File: src/rtl/clock_divider_ctrl.sv
// Sequencing controller for a dynamic clock divider: accepts divide-ratio changes
// and walks each through gate -> drain -> load -> settle -> ungate.
module clock_divider_ctrl #(
  parameter int DIVIDER_WIDTH  = 8,
  parameter int DRAIN_CYCLES   = 4,
  parameter int SETTLE_PERIODS = 2,
  parameter int RESET_DIVIDER  = 1
) (
  input  logic                     clk_i,
  input  logic                     rst_i,
  input  logic                     req_valid_i,
  output logic                     req_ready_o,
  input  logic [DIVIDER_WIDTH-1:0] req_divider_i,
  output logic [DIVIDER_WIDTH-1:0] divider_o,
  output logic                     div_rst_o,
  output logic                     clk_en_o,
  output logic                     busy_o,
  output logic                     done_o,
  output logic                     clamped_o,
  output logic [2:0]               state_o
);

  localparam int W  = DIVIDER_WIDTH;
  localparam int SW = DIVIDER_WIDTH + 4;

  // Out-of-range parameters are pulled into their legal ranges.
  localparam int DRAIN_EFF  = (DRAIN_CYCLES < 1) ? 1 :
                              ((DRAIN_CYCLES > 255) ? 255 : DRAIN_CYCLES);
  localparam int SETTLE_EFF = (SETTLE_PERIODS < 1) ? 1 :
                              ((SETTLE_PERIODS > 15) ? 15 : SETTLE_PERIODS);
  localparam logic [W-1:0] RESET_DIV = (RESET_DIVIDER == 0) ? W'(1) : W'(RESET_DIVIDER);

  typedef enum logic [2:0] {
    IDLE   = 3'd0,
    GATE   = 3'd1,
    LOAD   = 3'd2,
    SETTLE = 3'd3,
    DONE   = 3'd4
  } state_t;

  // Handshake: a request transfers on a clk_i edge where req_valid_i and
  // req_ready_o are both high; req_ready_o depends on state only, and
  // req_divider_i is sampled solely on that edge.
  state_t         state;
  state_t         next_state;
  logic [W-1:0]   pending;
  logic [7:0]     drain_cnt;
  logic [SW-1:0]  settle_cnt;
  logic [SW-1:0]  settle_target;
  logic [W-1:0]   req_eff;
  logic           accept;

  assign req_ready_o   = (state == IDLE);
  assign busy_o        = (state != IDLE);
  assign state_o       = state;
  assign accept        = req_valid_i && req_ready_o;
  assign req_eff       = (req_divider_i == '0) ? W'(1) : req_divider_i;
  // Wide enough that 15 * (2^W - 1) never wraps.
  assign settle_target = SW'(SETTLE_EFF) * SW'(pending);

  always_comb begin
    next_state = state;
    case (state)
      IDLE: begin
        if (accept) begin
          next_state = (req_eff == divider_o) ? DONE : GATE;
        end
      end
      GATE: begin
        if (drain_cnt == 8'(DRAIN_EFF - 1)) begin
          next_state = LOAD;
        end
      end
      LOAD: begin
        next_state = SETTLE;
      end
      SETTLE: begin
        if (settle_cnt == settle_target - SW'(1)) begin
          next_state = DONE;
        end
      end
      DONE: begin
        next_state = IDLE;
      end
      default: begin
        next_state = IDLE;
      end
    endcase
  end

  // Outputs are registered from next_state so they line up with the state
  // they describe, keeping div_rst_o and clk_en_o mutually exclusive.
  always_ff @(posedge clk_i) begin
    if (rst_i) begin
      state      <= IDLE;
      pending    <= RESET_DIV;
      drain_cnt  <= '0;
      settle_cnt <= '0;
      divider_o  <= RESET_DIV;
      div_rst_o  <= 1'b0;
      clk_en_o   <= 1'b1;
      done_o     <= 1'b0;
      clamped_o  <= 1'b0;
    end else begin
      state      <= next_state;
      if (accept) begin
        pending <= req_eff;
      end
      drain_cnt  <= (state == GATE) ? drain_cnt + 8'd1 : 8'd0;
      settle_cnt <= (state == SETTLE) ? settle_cnt + SW'(1) : '0;
      if (next_state == LOAD && state != LOAD) begin
        divider_o <= pending;
      end
      div_rst_o  <= (next_state == LOAD);
      clk_en_o   <= (next_state == IDLE) || (next_state == DONE);
      done_o     <= (next_state == DONE);
      clamped_o  <= accept && (req_divider_i == '0);
    end
  end

endmodule

File: config.mk
export PLATFORM = sky130hd
export DESIGN_NAME = clock_divider_ctrl
export DESIGN_NICKNAME = d
export VERILOG_FILES = /design/src/rtl/clock_divider_ctrl.sv
export SDC_FILE = /design/constraint.sdc
export NUM_CORES = 1
export LEC_CHECK = 0
export ABC_CLOCK_PERIOD_IN_PS = 5370
export BUFFER_PORTS_ARGS = -buffer_cell sky130_fd_sc_hd__buf_2
export CELL_PAD_IN_SITES_DETAIL_PLACEMENT = 1
export CELL_PAD_IN_SITES_GLOBAL_PLACEMENT = 1
export CORE_MARGIN = 2
export CORE_UTILIZATION = 46
export CTS_CLUSTER_DIAMETER = 60
export DETAILED_ROUTE_END_ITERATION = 8
export PLACE_DENSITY_LB_ADDON = 0.1
export SYNTH_ARGS = -nofsm -noshare
export SYNTH_HDL_FRONTEND = slang
export SYNTH_SLANG_ARGS = --single-unit
File: constraint.sdc
create_clock -name clk_i -period 5.37 [get_ports clk_i]
set_clock_uncertainty 0.2 [all_clocks]
set_input_delay 0.2685 -clock clk_i [delete_from_list [all_inputs] [get_ports clk_i]]
set_output_delay 0.2685 -clock clk_i [all_outputs]
set_load 0.05 [all_outputs]
# == Yosys cells after proc, flatten, opt, wreduce, memory -nomap -nowiden ==
# Cells that the tools add are included.
# word_totals
input_bits,11
elab_cells,39
regBits,43
output_inout_bits,17
# classes
n_addsub,3
n_mux,6
bitwise,2
reduce_logical,10
n_eq_ne,9
# ops
cell,count
$add A12 B1 Y12 const B,1
$eq A12 B12 Y1,1
$mux W3,4
$pmux W3 S4,1
$sub A9 B1 Y10 const B,1
$eq A3 B2 Y1 const B,3
$add A8 B1 Y8 const B,1
$eq A8 B2 Y1 const B,1
$eq A8 B8 Y1,1
$logic_not A8 Y1,1
$mux W8,1
$logic_not A3 Y1,2
$reduce_or A2 Y1,2
$eq A3 B1 Y1 const B,1
$eq A3 B3 Y1 const B,1
$logic_and A1 B1 Y1,3
$ne A3 B2 Y1 const B,1
$reduce_bool A3 Y1,1
$not A1 Y1,2
$logic_or A1 B1 Y1,1

# == Depth between registers and ports, before layout ==
# Gate-level depths: netlist of run 1.
# logic_depth
depth_word,8
depth_mapped,7
mapped_depth_nobuf,7

# == Worst setup path after synthesis of run 1 ==
# OpenSTA, ideal clock, no wires.
# synth_path
path_kind,register to register
from,"reg state[2], in the netlist state_o[2]"
to,reg clk_en_o
n_path_buf,0
stages_incl_launch_ff,6
synth_period_minus_slack_ns,3.078
required_time_ns,5.054
setup_slack_ns,2.292
arrival_time_ns,2.762
setup_ns,0.116
cell_sequence,dfxtp_1 nor3_1 nand2_1 nor2_1 o41ai_1 o211a_1
# synth_via
elab_chain_len,6
word_cells_on_any_way,12
classes_between,4 x eq/ne; 4 x mux; 4 x reduce/logical
# synth_lines
element,line_no,source
start: declaration,44,state_t state;
start signal: assignment,105,state <= next_state;
$logic_not A3 Y1 (*),53,assign req_ready_o = (state == IDLE);
named net req_ready_o,12,"output logic req_ready_o,"
$logic_and A1 B1 Y1,56,assign accept = req_valid_i && req_ready_o;
$mux W3,65,if (accept) begin
$pmux W3 S4 (*),63,case (state)
$eq A3 B3 Y1 / $logic_not A3 Y1 (equally long branches),115,clk_en_o <= (next_state == IDLE) || (next_state == DONE);
$logic_or A1 B1 Y1 (*),115,
end signal: assignment,115,
end: declaration,16,"output logic clk_en_o,"
# The timed path passes the listed nets; every way through them passes the cells marked *.
# A chain may end at the register's enable or synchronous reset.

# == Worst setup path in the final report of run 1 ==
# layout_path
from,reg drain_cnt[0]
to,reg divider_o[0]
# layout_via
elab_chain_len,5
# layout_lines
element,line_no,source
start: declaration,47,logic [7:0] drain_cnt;
start signal: assignment,109,drain_cnt <= (state == GATE) ? drain_cnt + 8'd1 : 8'd0;
$eq A8 B2 Y1,70,if (drain_cnt == 8'(DRAIN_EFF - 1)) begin
$mux W3,70,
$pmux W3 S4,63,
$eq A3 B2 Y1,111,if (next_state == LOAD && state != LOAD) begin
$logic_and A1 B1 Y1,111,
end signal: assignment,112,divider_o <= pending;
end: declaration,14,"output logic [DIVIDER_WIDTH-1:0] divider_o,"
# No other way between the ends.

==> flow_summary.ini, run 1 <==
[run_status]
outcome = finished clean

[global_routing]
grt_use_total_pct = 20.0
grt_pass1_vias = 1694
grt-ovfl-total = 0
grt_max_degree = 23
grt_pass1_wl_um = 7870
antenna_found_initial = 0

[place]
place_ws_ns = 2.82
place_congestion = 0.752
io_buffers = 27
dp.cells = 291
hpwl_um = 3260

[timing]
max_slew_margin_pct = 58.3
worstMarginPinSlew_ns = 0.624
finalWorstSetupSlack_ns = 2.84
fmax_mhz = 396
setup_viol = 0
final.min_clock_period_ns = 2.53
finalMaxSlewViolations = 0
fin_crit_sh_pct = 47.0
finalSetupTns_ns = 0
hold_viol_final = 0
grt_setup_unrepaired = no

[routing]
antenna_left = 0
first_pass_iters = 4
drt_iter0_drc = 57
drc = 0
wl_um = 4410
avgViaCountPerCell = 5.50
vias = 1649
drt-wirelength-per-cell_um = 14.7

[pwr]
pwr_density_cell_mw_per_mm2 = 281
p_leak_nw = 0.952
ir_worst_vdd_mv = 0.158

[synth]
ys_warn_count = 0
synthTopCellsByArea = dfxtp_1 (43%), xnor2_1 (7.9%), xor2_1 (6.6%)
postSynthCellCount = 221
yosys-top-cells-count = dfxtp_1 (43), nor2_1 (32), nand2_1 (21)
synth-seq-cells = 43
synth-edff-count = 0
syn_avg_cell_area_um2 = 9.02
yosysTopAreaCellShare_pct = 43.2
yosysTopAreaCell = dfxtp_1
synth_cell_types = 37
post-synth-top-count-cell = dfxtp_1
synth_fp_nets = 235
mappedNetlistArea_mm2 = 0.00199
ys_async_sr_fraction_pct = 0
synth_flop_cell = dfxtp_1
seq_area_frac_synth_pct = 43.2

[critical_path]
cp_data_arrival_time_ns = 2.52
critPathKind = register to register
start_kind = register
cp.required_ns = 5.36
crit_path_end_kind = register
cp_max_fo = 11

[clocking]
post_cts_buffers = 0
clockBufferDepth = 2
cts_hold_buffers = 1
clkSinkCount = 43
cts_root_buf = clkbuf_8
tritoncts = built
clkTransAtPathRegs_ns = 0.08
clock_latency_ns = 0.30
numCtsBuffers = 5
cts_max_level = 2
cts_resized = 0

[finish]
n_fill_cell = 526
multi_input_area_mm2 = 0.00108
fin_cells = 300
fin_util_pct = 55.5
diodes = 0
regArea_um2 = 861
final_nets = 263
layout-drive-gt1-share_pct = 15.6
area_growth_pct = 13.7

[die]
boundaryPins = 28
coreArea_mm2 = 0.00409
placementRows = 23
start_util_pct = 48.8
die_h_um = 69.8
die_area_mm2 = 0.00488
die_w_um = 69.8

[run]
drv_cap = 0

[worst_hold_path]
min_path_type = input port to register
==> stage by stage <==
stage | hold slack (ns) | cell area, µm² | power (mW)
2_1_floorplan | 0.141 | 1990 | 0.400
3_3_place_gp | 0.245 | 2160 | 0.420
3_5_place_dp | 0.252 | 2160 | 0.422
4_1_cts | 0.0330 | 2270 | 0.647
5_1_grt | 0.0386 | 2270 | 0.675
6_report | 0.0436 | 2270 | 0.637
==> flip-flops by register name, summed over array words and instances (netlist names) <==
| register | flops |
|---|---|
| clamped_o | 1 |
| pending | 8 |
| clk_en_o | 1 |
| state_o | 3 |
| settle_cnt | 12 |
| drain_cnt | 8 |
| div_rst_o | 1 |
| divider_o | 8 |
| done_o | 1 |
==> final timing paths <==
| path | end | cells past startpoint | startpoint | slack, ns |
|---|---|---|---|---|
| min | pending[3]$_SDFFE_PP0P_ | 3 | req_divider_i[3] | 0.04 |
| max reg2reg | divider_o[0]$_SDFFE_PP1P_ | 5 | drain_cnt[0]$_SDFF_PP0_ | 2.84 |
| min reg2reg | drain_cnt[0]$_SDFF_PP0_ | 1 | drain_cnt[0]$_SDFF_PP0_ | 0.28 |
| max | divider_o[0]$_SDFFE_PP1P_ | 5 | drain_cnt[0]$_SDFF_PP0_ | 2.84 |
==> cells in the final DEF, fill, tap and decap left out, drive strengths merged, types with 6 or more instances in the layout <==
master,instances
a21oi,11
nand3,13
nand2,21
nor2,32
xor2,15
xnor2,18
dfxtp,43
nor3,6
buf,27
mux2i,8
clkbuf,8
==> cells by family after synthesis <==
family	count (synthesis)	share of synthesized area, %
fa+ha+maj	3	1.88
simple gates	98	24.3
compound gates	23	8.29
mux	8	4.02
flops	43	43.2
buf+inv	12	2.64
xor+xnor	34	15.7
==> critical path, cell delays in order, from the launching register on <==
cell     delay [ns]
dfxtp_1        0.39
ha_1           0.25
or4b_1         0.47
nor4_2         0.19
nand3_1        0.50
a211o_1        0.43
==> power by group <==
group	switching, mW	internal [mW]	leakage (nW)
clock network	0.105	0.117	0.0515
registers	0.0108	0.326	0.348
logic	0.0492	0.0289	0.552
==> final cells by class <==
cell class	count	share of cell area (%)
sequential	43	38.0
clock buffer	8	4.42
tap	50	2.76
multi-input combinational	166	47.6
timing repair buffer	28	6.40
inverter	5	0.828
==> per-layer routing <==
layer  GRT usage [%]  up-vias  part of all wire, %
li1                -      818                    -
met1            27.0      794                   48
met2            31.4       30                   47
met3            5.09        7                  4.0
met4            6.41        0                  1.5
met5               0        -                    0
(Power assumes the default switching activity.)
==> run 2: changes to the inputs <==
--- a/config.mk
+++ b/config.mk
@@ -5,12 +5,12 @@
 export SDC_FILE = /design/constraint.sdc
 export NUM_CORES = 1
 export LEC_CHECK = 0
-export ABC_CLOCK_PERIOD_IN_PS = 5370
+export ABC_CLOCK_PERIOD_IN_PS = 2200
 export BUFFER_PORTS_ARGS = -buffer_cell sky130_fd_sc_hd__buf_2
 export CELL_PAD_IN_SITES_DETAIL_PLACEMENT = 1
 export CELL_PAD_IN_SITES_GLOBAL_PLACEMENT = 1
 export CORE_MARGIN = 2
-export CORE_UTILIZATION = 46
+export CORE_UTILIZATION = 38
 export CTS_CLUSTER_DIAMETER = 60
 export DETAILED_ROUTE_END_ITERATION = 8
 export PLACE_DENSITY_LB_ADDON = 0.1
==> constraint.sdc (replaced) <==
create_clock -name clk_i -period 2.2 [get_ports clk_i]
set_clock_uncertainty 0.2 [all_clocks]
set_input_delay 0.11 -clock clk_i [delete_from_list [all_inputs] [get_ports clk_i]]
set_output_delay 0.11 -clock clk_i [all_outputs]
set_load 0.05 [all_outputs]
==> flow_summary.ini, run 2 (synthesis gave the netlist of run 1 again) <==
[global_routing]
grt_pass1_vias = 1648
grt_max_degree = 23
grt_use_total_pct = 17.5
grt-ovfl-total = 0
antenna_found_initial = 0
grt_pass1_wl_um = 8160

[critical_path]
crit_path_end_kind = register
slowest_delay_ns = 0.47
slowest_stage = or4b_4
rr_startpoint = pending[1]$_SDFFE_PP0P_
start_kind = register
critPathKind = register to register
cp.required_ns = 2.19
cp_cell_sequence = inv_1, ha_2, or4b_4, nand3_1, o41ai_2, o211a_1, a22o_1
cp_data_arrival_time_ns = 2.11
cp_max_fo = 5
reg2reg_depth = 7
ff2ff_setup_slack_ns = 0.08
r2r-end = state_o[2]$_SDFF_PP0_

[timing]
fin_crit_sh_pct = 96.4
worstMarginPinSlew_ns = 0.534
setup_viol = 0
hold_viol_final = 0
max_slew_margin_pct = 64.3
fmax_mhz = 471
grt_setup_unrepaired = no
finalMaxSlewViolations = 0
finalSetupTns_ns = 0
final.min_clock_period_ns = 2.12

[place]
hpwl_um = 3500
io_buffers = 27
dp.cells = 321
place_congestion = 0.823

[routing]
drt_iter0_drc = 60
wl_met1_um = 2400
vias = 1705
avgViaCountPerCell = 5.03
wl_met3_um = 141
first_pass_iters = 4
antenna_left = 0
drt-wirelength-per-cell_um = 14.5
drc = 0
highest_layer = met4
wl_um = 4920
wl_met2_um = 2290

[clocking]
numCtsBuffers = 5
clockBufferDepth = 2
clock_latency_ns = 0.29
tritoncts = built
clkSinkCount = 43
clkTransAtPathRegs_ns = 0.08
cts_root_buf = clkbuf_8
cts_max_level = 2

[finish]
final_common_cell = dfxtp_1
diodes = 0
largest_register_ffs = 12
fin_cells = 339
fin_util_pct = 49.2
final_nets = 283
layout-drive-gt1-share_pct = 21.9
layout_common_cells = dfxtp_1 (41), nor2_1 (31), buf_2 (28)
area_growth_pct = 25.2
top_register = settle_cnt

[pwr]
p_leak_nw = 1.05
pwr_density_cell_mw_per_mm2 = 625
ir_worst_vdd_mv = 0.300

[run_status]
outcome = finished clean

[worst_hold_path]
hold_end = divider_o[4]$_SDFFE_PP0P_
hold_path_depth = 2
hp-start = rst_i
min_path_type = input port to register

[die]
die_area_mm2 = 0.00584
start_util_pct = 39.3
die_h_um = 76.4
coreArea_mm2 = 0.00507
placementRows = 26
die_w_um = 76.4
boundaryPins = 28

[run]
drv_cap = 0
[run 2: cell types whose count changed in the layout (fill, tap and decap cells not counted), sizes merged]
cell and change:
clkinv +1, buf +12, clkbuf -2, dlygate4sd3 +8
[run 2: metal layers]
metal	global-route usage, %	vias to the layer above
li1	-	859
met1	23.4	811
met2	27.5	25
met3	4.15	10
met4	6.55	0
met5	0	-
[run 2: report_power, final]
part           total (mW)  internal [mW]  switching, mW
clock network       0.509          0.246          0.263
registers           0.821          0.796         0.0246
logic               0.230         0.0977          0.132
[run 2: worst max path at each step]
| stage | startpoint | end | cells after the start |
|---|---|---|---|
| after floorplan | state_o[2]$_SDFF_PP0_ | clk_en_o$_SDFF_PP1_ | 5 |
| after global placement | drain_cnt[1]$_SDFF_PP0_ | divider_o[2]$_SDFFE_PP0P_ | 7 |
| after detailed placement | drain_cnt[1]$_SDFF_PP0_ | divider_o[6]$_SDFFE_PP0P_ | 7 |
| after CTS | drain_cnt[1]$_SDFF_PP0_ | divider_o[6]$_SDFFE_PP0P_ | 7 |
| after global routing | pending[1]$_SDFFE_PP0P_ | done_o$_SDFF_PP0_ | 7 |
| final | pending[1]$_SDFFE_PP0P_ | state_o[2]$_SDFF_PP0_ | 7 |
[run 2: area by class of cell]
class	count	area, µm²
fill	621	2580
multi-input combinational	166	1120
sequential	43	863
timing repair buffer	48	317
tap	70	87.6
clock buffer	6	82.6
inverter	5	18.8
clock inverter	1	5.00
[run 2: stage by stage]
step	hold WS, ns	total power, mW	setup WS [ns]	instance area, µm²
3_3_place_gp	0.101	1.05	0.0858	2270
3_5_place_dp	0.0997	1.05	0.0643	2270
6_report	0.0209	1.56	0.0787	2490
4_1_cts	0.0123	1.58	0.0378	2450
2_1_floorplan	-0.0176	0.979	0.00540	2000
5_1_grt	0.0411	1.63	0.0144	2490
[run 2: worst max-delay path, delay by kind of cell (launching register included)]
kind	cells	cell delay [ns]
buffers and inverters	1	0.08
adders and majority gates	1	0.20
AOI/OAI and AO/OA	3	0.61
and+or+nand+nor	2	0.58
DFF	1	0.34
[run 2: what timing repair did]
item | 4_1_cts | 5_1_grt
hold buffers | 9 | 0
endpoints found under the hold margin | 9 | 0
resized for setup | 0 | 9
buffers inserted | 0 | 1
endpoints found under the setup margin | 0 | 12
==> run 3: changes to the inputs <==
--- a/config.mk
+++ b/config.mk
@@ -5,12 +5,13 @@
 export SDC_FILE = /design/constraint.sdc
 export NUM_CORES = 1
 export LEC_CHECK = 0
+export ABC_AREA = 1
 export ABC_CLOCK_PERIOD_IN_PS = 2200
 export BUFFER_PORTS_ARGS = -buffer_cell sky130_fd_sc_hd__buf_2
 export CELL_PAD_IN_SITES_DETAIL_PLACEMENT = 1
 export CELL_PAD_IN_SITES_GLOBAL_PLACEMENT = 1
 export CORE_MARGIN = 2
-export CORE_UTILIZATION = 38
+export CORE_UTILIZATION = 37
 export CTS_CLUSTER_DIAMETER = 60
 export DETAILED_ROUTE_END_ITERATION = 8
 export PLACE_DENSITY_LB_ADDON = 0.1
==> flow_summary.ini, run 3 <==
[timing]
holdWs_ns = 0.0688
setup_viol = 0
grt_setup_unrepaired = no
finalMaxSlewViolations = 0
fmax_mhz = 502
finalSetupTns_ns = 0
fin_crit_sh_pct = 90.6
final.min_clock_period_ns = 1.99
worstMarginPinSlew_ns = 0.484
hold_viol_final = 0
max_slew_margin_pct = 67.6
finalWorstSetupSlack_ns = 0.208

[critical_path]
critPathKind = register to register
ff2ff_setup_slack_ns = 0.21
cp.required_ns = 2.22
crit_path_end_kind = register
cp_cell_sequence = inv_1, ha_1, a21oi_1, nand2_1, nor2_1, nand2_1, nor2_2, nand4_1, a21oi_1
slowest_delay_ns = 0.40
start_kind = register
slowest_stage = dfxtp_1
cp_max_fo = 4
cp_data_arrival_time_ns = 2.02

[die]
die_w_um = 80.6
placementRows = 27
boundaryPins = 28
die_h_um = 80.6
coreArea_mm2 = 0.00557
start_util_pct = 38.9
die_area_mm2 = 0.00649

[synth]
synth-compound-area-share_pct = 13.9
yosys-top-cells-count = nand2_1 (58), nor2_1 (54), inv_1 (44)
synth_flop_cell = dfxtp_1
synth_xor_area_share_pct = 4.44
synth_top_family_by_area = simple AND/OR/NAND/NOR gates
seq_area_frac_synth_pct = 39.7
mappedNetlistArea_mm2 = 0.00217
ys_warn_count = 0
post-synth-top-count-cell = nand2_1
yosysTopAreaCell = dfxtp_1
synth-simple-area-share_pct = 31.0
synthTopCellsByArea = dfxtp_1 (40%), nand2_1 (10%), nor2_1 (9.3%)
synth-edff-count = 0
synth-seq-cells = 43
yosysTopAreaCellShare_pct = 39.7
syn_avg_cell_area_um2 = 6.95
postSynthCellCount = 312
synth_fp_nets = 326
ys_async_sr_fraction_pct = 0
synth_cell_types = 31
synthAdderAreaFrac_pct = 1.73
synthMuxAreaShare_pct = 0

[pwr]
ir_worst_vdd_mv = 0.426
pwr_density_cell_mw_per_mm2 = 598
finalPower_mw = 1.54
p_leak_nw = 1.05

[place]
hpwl_um = 4040
place_ws_ns = 0.137
place_congestion = 0.754
dpl-instance-area_mm2 = 0.00238
dp.cells = 408
io_buffers = 27

[global_routing]
antenna_found_initial = 0
grt-ovfl-total = 0
grt_pass1_vias = 2050
grt_max_degree = 19
grt_use_total_pct = 18.1
grt_pass1_wl_um = 9250

[finish]
diodes = 0
top_register = settle_cnt
final_area_mm2 = 0.00257
largest_register_ffs = 12
final_nets = 367
layout-drive-gt1-share_pct = 15.5
final_common_cell = nand2_1
fin_cells = 426
layout_common_cells = nand2_1 (58), nor2_1 (53), inv_1 (44)
fin_util_pct = 46.1
area_growth_pct = 18.5

[clocking]
clkSinkCount = 43
numCtsBuffers = 5
post_cts_buffers = 0
cts_root_buf = clkbuf_8
cts_max_level = 2
clockBufferDepth = 2
tritoncts = built
clock_latency_ns = 0.29
clkTransAtPathRegs_ns = 0.09

[routing]
drt-wirelength-per-cell_um = 12.5
wl_um = 5300
vias = 2024
antenna_left = 0
drc = 0
avgViaCountPerCell = 4.75
drt_iter0_drc = 71
first_pass_iters = 4

[run]
drv_cap = 0

[run_status]
outcome = finished clean

[worst_hold_path]
min_path_type = input port to register
-- run 3: area by class of cell --
class	instances	area [µm²]
Timing Repair Buffer	38	243
Inverter	47	176
Fill cell	747	3010
Tap cell	72	90.1
Multi-Input combinational cell	218	1110
Clock buffer	5	68.8
Clock inverter	3	20.0
Sequential cell	43	861
-- run 3: worst paths after layout --
kind / depth (start not counted) / from / end
worst min register to register: 1 / drain_cnt[0]$_SDFF_PP0_ / drain_cnt[0]$_SDFF_PP0_
worst min-delay path: 4 / req_valid_i / pending[1]$_SDFFE_PP0P_
worst max register to register: 9 / pending[0]$_SDFFE_PP1P_ / done_o$_SDFF_PP0_
worst max-delay path: 9 / pending[0]$_SDFFE_PP1P_ / done_o$_SDFF_PP0_
-- run 3: cell families after synthesis --
kind of cell | count (synthesis)
DFF | 43
buffers and inverters | 51
AOI/OAI and AO/OA | 59
xor gates and xnor gates | 11
adders and majority gates | 3
and+or+nand+nor | 145
-- run 3: timing repair --
item / in CTS / in global routing
hold buffers: 10 / 0
hold endpoints to repair: 13 / 0
endpoints found under the setup margin: 0 / 5
resized for setup: 0 / 1
-- run 3: critical path, delay by kind of cell, from the launching register on --
family	cells	cell delay [ns]
flip-flops	1	0.40
buffers and inverters	1	0.11
AND/OR/NAND/NOR	5	0.59
AO/OA/AOI/OAI	2	0.30
adder cells (fa/ha/maj)	1	0.32
-- run 3: report_power, final --
group / total, mW / switching, mW / internal (mW)
Clock: 0.496 / 0.275 / 0.221
Sequential: 0.820 / 0.0236 / 0.796
Combinational: 0.219 / 0.141 / 0.0780
Total: 1.54 / 0.440 / 1.10
-- run 3: routing by layer --
layer / GRT usage (%) / vias to the layer above / part of all wire, %
li1: - / 1067 / -
met1: 22.7 / 932 / 50
met2: 32.2 / 23 / 47
met3: 3.37 / 2 / 2.5
met4: 3.56 / 0 / 0.55
met5: 0 / - / 0
